`src/rtl/glip_packet_tx_if.sv`:
```
// Flit-in / GLIP-word-out stream bundle for the device-to-host packetizer.
// The slave side is the packetizer; the master side is whoever feeds flits and drains words.
interface glip_packet_tx_if #(
  parameter int WIDTH = 16
) ();
  logic [WIDTH-1:0] in_data;
  logic             in_last;
  logic             in_valid;
  logic             in_ready;
  logic [WIDTH-1:0] out_data;
  logic             out_valid;
  logic             out_ready;

  modport master (
    output in_data, in_last, in_valid, out_ready,
    input  in_ready, out_data, out_valid
  );

  modport slave (
    input  in_data, in_last, in_valid, out_ready,
    output in_ready, out_data, out_valid
  );
endinterface

```
`src/rtl/glip_packet_tx.sv`:
```
// Store-and-forward GLIP packetizer: buffers one packet of flits, then emits
// its length word followed by the payload; packets longer than MAX_LEN are truncated.
module glip_packet_tx #(
  parameter int WIDTH   = 16,
  parameter int MAX_LEN = 64
) (
  input  logic               clk,
  input  logic               rst_n,
  input  logic               flush,
  glip_packet_tx_if.slave    bus,
  output logic               overflow
);

  localparam int AW = $clog2(MAX_LEN);
  localparam int CW = AW + 1;
  localparam logic [CW-1:0] LAST_IDX = CW'(MAX_LEN - 1);

  localparam logic [1:0] S_FILL = 2'd0;
  localparam logic [1:0] S_DROP = 2'd1;
  localparam logic [1:0] S_HDR  = 2'd2;
  localparam logic [1:0] S_SEND = 2'd3;

  logic [1:0]       state;
  logic [CW-1:0]    count;
  logic [CW-1:0]    rd;
  logic [WIDTH-1:0] mem [MAX_LEN];

  logic in_hs;
  logic out_hs;
  logic last_word;

  assign bus.in_ready  = (state == S_FILL) || (state == S_DROP);
  assign bus.out_valid = (state == S_HDR) || (state == S_SEND);
  assign bus.out_data  = (state == S_HDR)  ? WIDTH'(count) :
                         (state == S_SEND) ? mem[rd[AW-1:0]] : '0;

  assign in_hs     = bus.in_valid & bus.in_ready;
  assign out_hs    = bus.out_valid & bus.out_ready;
  assign last_word = (rd == count - CW'(1));

  // Payload storage carries no reset; a slot is always written before it is read.
  always_ff @(posedge clk) begin
    if (!flush && state == S_FILL && in_hs)
      mem[count[AW-1:0]] <= bus.in_data;
  end

  always_ff @(posedge clk or negedge rst_n) begin
    if (!rst_n) begin
      state    <= S_FILL;
      count    <= '0;
      rd       <= '0;
      overflow <= 1'b0;
    end else if (flush) begin
      state    <= S_FILL;
      count    <= '0;
      rd       <= '0;
      overflow <= 1'b0;
    end else begin
      case (state)
        S_FILL: begin
          if (in_hs) begin
            count <= count + CW'(1);
            if (bus.in_last) begin
              state <= S_HDR;
            end else if (count == LAST_IDX) begin
              overflow <= 1'b1;
              state    <= S_DROP;
            end
          end
        end
        S_DROP: begin
          if (in_hs && bus.in_last)
            state <= S_HDR;
        end
        S_HDR: begin
          if (out_hs) begin
            state <= S_SEND;
            rd    <= '0;
          end
        end
        S_SEND: begin
          if (out_hs) begin
            if (last_word) begin
              state <= S_FILL;
              count <= '0;
              rd    <= '0;
            end else begin
              rd <= rd + CW'(1);
            end
          end
        end
        default: state <= S_FILL;
      endcase
    end
  end

endmodule

```
`src/flat_wrapper.sv`:
```
// flat-port wrapper written by rule: the top's interface ports become plain ports
module glip_packet_tx_flat 
#(
  parameter int WIDTH   = 16,
  parameter int MAX_LEN = 64
)
  (clk, rst_n, flush, overflow, bus_in_data, bus_in_last, bus_in_valid, bus_out_ready, bus_in_ready, bus_out_data, bus_out_valid);
  glip_packet_tx_if #(.WIDTH(WIDTH)) bus_i ();
  input  logic clk;
  input  logic rst_n;
  input  logic flush;
  output logic overflow;
  input wire logic [$bits(bus_i.in_data)-1:0] bus_in_data;
  input wire logic [$bits(bus_i.in_last)-1:0] bus_in_last;
  input wire logic [$bits(bus_i.in_valid)-1:0] bus_in_valid;
  input wire logic [$bits(bus_i.out_ready)-1:0] bus_out_ready;
  output wire logic [$bits(bus_i.in_ready)-1:0] bus_in_ready;
  output wire logic [$bits(bus_i.out_data)-1:0] bus_out_data;
  output wire logic [$bits(bus_i.out_valid)-1:0] bus_out_valid;
  assign bus_i.in_data = bus_in_data;
  assign bus_i.in_last = bus_in_last;
  assign bus_i.in_valid = bus_in_valid;
  assign bus_i.out_ready = bus_out_ready;
  assign bus_in_ready = bus_i.in_ready;
  assign bus_out_data = bus_i.out_data;
  assign bus_out_valid = bus_i.out_valid;
  glip_packet_tx #(.WIDTH(WIDTH), .MAX_LEN(MAX_LEN)) u_core (.clk(clk), .rst_n(rst_n), .flush(flush), .bus(bus_i), .overflow(overflow));
endmodule
```
`config.mk`:
```
export PLATFORM = sky130hd
export DESIGN_NAME = glip_packet_tx_flat
export DESIGN_NICKNAME = d
export VERILOG_FILES = /design/src/rtl/glip_packet_tx_if.sv /design/src/rtl/glip_packet_tx.sv /design/src/flat_wrapper.sv
export SDC_FILE = /design/constraint.sdc
export NUM_CORES = 1
export LEC_CHECK = 0
export ABC_AREA = 1
export BUFFER_PORTS_ARGS = -buffer_cell sky130_fd_sc_hd__buf_2
export CAP_MARGIN = 20
export CORE_ASPECT_RATIO = 1.25
export CORE_MARGIN = 5
export CORE_UTILIZATION = 40
export DETAILED_ROUTE_END_ITERATION = 7
export PLACE_DENSITY = 0.58
export SLEW_MARGIN = 20
export SYNTH_ARGS = -nofsm -noshare
export SYNTH_HDL_FRONTEND = slang
export SYNTH_SLANG_ARGS = --single-unit
```
`constraint.sdc`:
```
create_clock -name clk -period 8.91 [get_ports clk]
set_clock_uncertainty 0.1 [all_clocks]
set_input_delay 2.673 -clock clk [delete_from_list [all_inputs] [get_ports clk]]
set_output_delay 2.673 -clock clk [all_outputs]
set_load 0.005 [all_outputs]
```
After elaboration in Yosys (flattened, before gate mapping) --
Memories as Yosys holds them, arrays and structs flattened. Index checks and enable logic that the tools add are counted.
Cells by class: $add $sub $neg 3, eq/ne operators 12, multiplexer cells 28, bitwise gates (word level) 2, reductions and logical operators 16
Operators with widths (number):
- two-way mux 7 bit | 8
- two-way mux 16 bit | 2
- one-hot mux 7 bit (2 select lines) | 2
- two-way mux 2 bit | 8
- adder 7 x 1 -> 7 bit (second input constant) | 2
- != test 3 x 2 -> 1 bit (second input constant) | 4
- one-hot mux 2 bit (4 select lines) | 1
- AND reduction 4 bit | 2
- == test 7 x 6 -> 1 bit (second input constant) | 1
- == test 7 bit | 1
- two-way mux 1 bit | 7
- subtractor 7 x 1 -> 7 bit (second input constant) | 1
- AND reduction 6 bit | 1
- nonzero test 2 bit | 3
- nonzero test 3 bit | 2
- == test 2 bit (second input constant) | 2
- != test 4 bit (second input constant) | 1
- logical AND 1 bit | 3
- != test 3 bit (second input constant) | 1
- AND reduction 3 bit | 1
- AND 1 bit | 2
- == test 2 x 1 -> 1 bit (second input constant) | 1
- logical NOT 2 bit | 1
- logical OR 1 bit | 2
- 2 further kinds | 2
Word-level totals: register bits 17, RAM bits 1024, input port bits 22, output and inout port bits 19, logic and storage cells 66, memories 1
Memory list:
- u_core.mem | words 64, bits a word 16, read ports 1, clocked after Yosys merged registers in 0, write ports 1, RTL line glip_packet_tx.sv:26 | logic [WIDTH-1:0] mem [MAX_LEN];

Logic depth before layout (Yosys ltp) --
word-level depth 7, gate-level depth with buffers 18, mapped depth without buffers 14

Least setup slack after synthesis --
OpenSTA, ideal clock, no wires.
kind input to register, start in bus_in_valid, end mem u_core.mem[10][0] (enable), arrival 4.304 ns, setup slack 4.118 ns, cell stages on the path 4, path buffers 0, cell sequence inv_1 -> nor3_1 -> nand4_1 -> nor2_1
Between the ends: word-level cells in the longest chain between the ends 4
RTL lines:
- from (decl) | RTL line flat_wrapper.sv:15 | input wire logic [$bits(bus_i.in_valid)-1:0] bus_in_valid;
- AND 1 bit | RTL line glip_packet_tx.sv:37 | assign in_hs = bus.in_valid & bus.in_ready;
- logical AND 1 bit | RTL line glip_packet_tx.sv:43 | if (!flush && state == S_FILL && in_hs)
- two-way mux 1 bit | RTL line glip_packet_tx.sv:43
- two-way mux 1 bit (implied by the code) | RTL line glip_packet_tx.sv:44 | mem[count[AW-1:0]] <= bus.in_data;
- to (decl) | RTL line glip_packet_tx.sv:26
Every way passes these cells.

Worst setup path in the final report --
start reg u_core.rd[0], end out bus_out_data[12]
Between the ends: word-level cells in the longest chain between the ends 3
RTL lines:
- from (decl) | RTL line glip_packet_tx.sv:25 | logic [CW-1:0] rd;
- from (signal assigned) | RTL line glip_packet_tx.sv:88 | rd <= rd + CW'(1);
- memory (64 x 16 bit)
- two-way mux 16 bit | RTL line glip_packet_tx.sv:35 | (state == S_SEND) ? mem[rd[AW-1:0]] : '0;
- two-way mux 16 bit | RTL line glip_packet_tx.sv:34 | assign bus.out_data = (state == S_HDR) ? WIDTH'(count) :
- to (decl) | RTL line flat_wrapper.sv:18 | output wire logic [$bits(bus_i.out_data)-1:0] bus_out_data;
Every way passes these cells.

==> metrics.txt <==
gr usage total=21.3%; post-synthesis adder-cell area fraction=0.200%; Routed WL=127000 µm; flop2flop setup slack=4.63 ns; Max stage delay on crit path=0.71 ns; drt first-iter violations=3394; final setup vio count=0; Reg2Reg Depth=7; final HPWL from detailed placement=69800 µm; Synth Cell Area=43700 µm²; leakage=18.1 nW; reg2reg end=u_core.mem[50][9]$_DFFE_PP_; worst-skew pair later-pin latency=0.71 ns; post-layout min period=7.22 ns; critical path fanouts, max=200; GR Util met2=34.9%; CTS tree=done; Fin. Hold Viols=0; largest net degree at the start of global routing=201; simple-gate share of the synthesized area=19.0%; register area share after synthesis=71.3%; TNS Setup=0 ns; Hold Path Class=flip-flop to flip-flop; Worst slew margin=29.3%; mux cell area share after synthesis=0%; Crit path top cell by count=a21oi_1; initial cell density of the core=40.3%; final non-filler cell total=5532; Tcrit/Tclk final=81.0%; max_cap viols=0; status=finished, final reports clean; I/O pins=41; Least-Margin Pin Slew=1.06 ns; area share of xor/xnor cells in the synthesized design=0.220%; WS Path Type=flip-flop to output pin; H-tree depth=3; port bufs=40; syn_nets=4020; Slowest-stage cell, CP=dfrtp_4; unrepaired setup endpoints after global routing=false; R2R Path Start=u_core.state[0]$_DFFE_PN0P_; DRC violations left=0; # hold bufs at CTS=0; #FFs+latches synth=1041; post-CTS resize count=0; Chip Height=380 µm; Core Footprint=108000 µm²; Placement Rows=135; # nets final=4047; TritonCTS Buffers=97; GRT met1 Usage=29.4%; grt total ovfl=0; die area=116000 µm²; Root Driver=clkbuf_16; Post-CTS Setup Bufs=0; DR pass1 iterations=7; Power Dens Cells=212 nW/µm²; die width=306 µm; critical path's top delay family=buffers and inverters; Worst Setup SP=u_core.rd[0]$_DFFE_PN0P_; fmax=139 MHz; worst path arrival time=4.44 ns; GP Congestion=0.862; critical path startpoint category=flip-flop; critical path endpoint category=output pin; Syn Area/Cell=11.0 µm²; Power Total=10.3 mW; vias in the first global route=27600; gr busiest metal=met2; Routed Antenna Nets=0; CP Cell Sequence=inv_16, buf_4, o21ai_0, a21oi_1, nor2_1, nand2_1, nand3_1, a21oi_1, buf_2; Crit path depth=9; critical path buffer and inverter count=3; met3 Track Usage GR=3.27%; timing endpoint of the critical path=bus_out_data[12]; via count=29300; Post-Place Cells=5357; vias per inst=5.29; Clk pin slew, worst setup/hold paths=0.06 ns; clock buffer depth=3; first-pass GRT wire length=186000 µm; Cell variety after synth=31; Layout area overhead=11.0%; Synth Instances=3991; Synth Area in Compound Gates=4.45%; initial antenna violation count=2; drt wl/cell=23.0 µm; Yosys warnings=0; largest family of logic cells by synthesized area=simple AND/OR/NAND/NOR gates; critical path required time=6.14 ns; number of clock sinks=1041; Hold Path Origin=u_core.overflow$_DFFE_PN0P_; fin. max-slew vios=0; layout cell share with drive strength beyond 1=7.21%; worst vdd ir=152 µV
Yosys cell counts (all sizes together):
cell / n / area share, %
buf: 148 / 2.0
a21oi: 51 / 0.58
nand4: 16 / 0.23
nand3: 368 / 4.2
xor2: 7 / 0.14
inv: 260 / 2.2
dfrtp: 17 / 0.97
nand2: 1038 / 8.9
o22ai: 2 / 0.029
nor4: 1 / 0.014
edfxtp: 1024 / 70
clkinv: 4 / 0.034
o21ai: 311 / 3.6
or2: 6 / 0.086
nor3: 5 / 0.057
nor3b: 1 / 0.017
xnor2: 4 / 0.080
ha: 7 / 0.20
o211ai: 15 / 0.26
nor2: 634 / 5.4
o21a: 1 / 0.017
clkbuf: 71 / 0.61
through the flow:
step / setup slack (ns) / hold slack [ns] / utilization (%) / instance area [µm²]
2_1_floorplan: 4.12 / 0.391 / - / 43700
3_3_place_gp: 2.44 / 0.385 / 42.0 / 45500
3_5_place_dp: 2.46 / 0.399 / 42.0 / 45500
4_1_cts: 1.69 / 0.413 / 44.8 / 48500
5_1_grt: 1.55 / 0.439 / 44.8 / 48500
6_report: 1.69 / 0.401 / 44.8 / 48500
how the worst min path moves through the flow:
stage | endpoint | slack, ns | depth (start not counted)
global route | u_core.overflow$_DFFE_PN0P_ | 0.44 | 2
global placement | u_core.overflow$_DFFE_PN0P_ | 0.38 | 2
finish | u_core.overflow$_DFFE_PN0P_ | 0.40 | 2
detailed placement | u_core.overflow$_DFFE_PN0P_ | 0.40 | 2
floorplan | u_core.overflow$_DFFE_PN0P_ | 0.39 | 2
CTS | u_core.overflow$_DFFE_PN0P_ | 0.41 | 2
cell usage in the layout, fill, tap and decap left out, drive strengths merged, types with 47 or more instances in the layout:
cell type / Yosys / layout
nand2: 1038 / 1038
o21ai: 311 / 311
edfxtp: 1024 / 1024
buf: 148 / 147
nand3: 368 / 368
a21oi: 51 / 51
inv: 260 / 262
clkinv: 4 / 47
clkbuf: 71 / 120
nor2: 634 / 634
cell families (layout without fill, tap and decap cells):
logic type / after synthesis / in the layout
DFF: 1041 / 1041
and+or+nand+nor: 2069 / 2069
adders and majority gates: 7 / 7
other: 0 / 1
xor gates and xnor gates: 11 / 11
AOI/OAI and AO/OA: 380 / 380
buffers and inverters: 483 / 585
registers in the layout, indices dropped and copies added, names as in the netlist:
signal,flops
u_core.rd,7
u_core.mem,1024
u_core.count,7
u_core.overflow,1
u_core.state,2
area by class of cell:
type	instances	area, µm²
clock buffers	120	2560
well taps	1438	1800
inverters	264	1020
repair buffers	147	1070
fillers	9921	59900
multi-input cells	2467	10400
clock inverters	54	474
diodes	1	2.50
flip-flops and latches	1041	31200
power by group:
group	internal [mW]	leakage, nW	switching [mW]
Sequential	5.41	9.43	0.0320
Clock	2.24	1.48	1.82
Combinational	0.186	7.23	0.582
Total	7.84	18.1	2.43
routing by layer:
layer,vias to the layer above,share of wire (%),routed length (µm)
met5,-,0,0
met4,0,3.0,3800
met3,199,7.2,9150
met2,1120,48,61200
met1,14400,42,53000
li1,13500,-,-
worst min-delay path, cell delays in order (launching register included):
cell	delay [ns]
dfrtp_1	0.35
nor2_1	0.05
nor2_1	0.07
No activity file was read; power rests on OpenSTA's default activity.
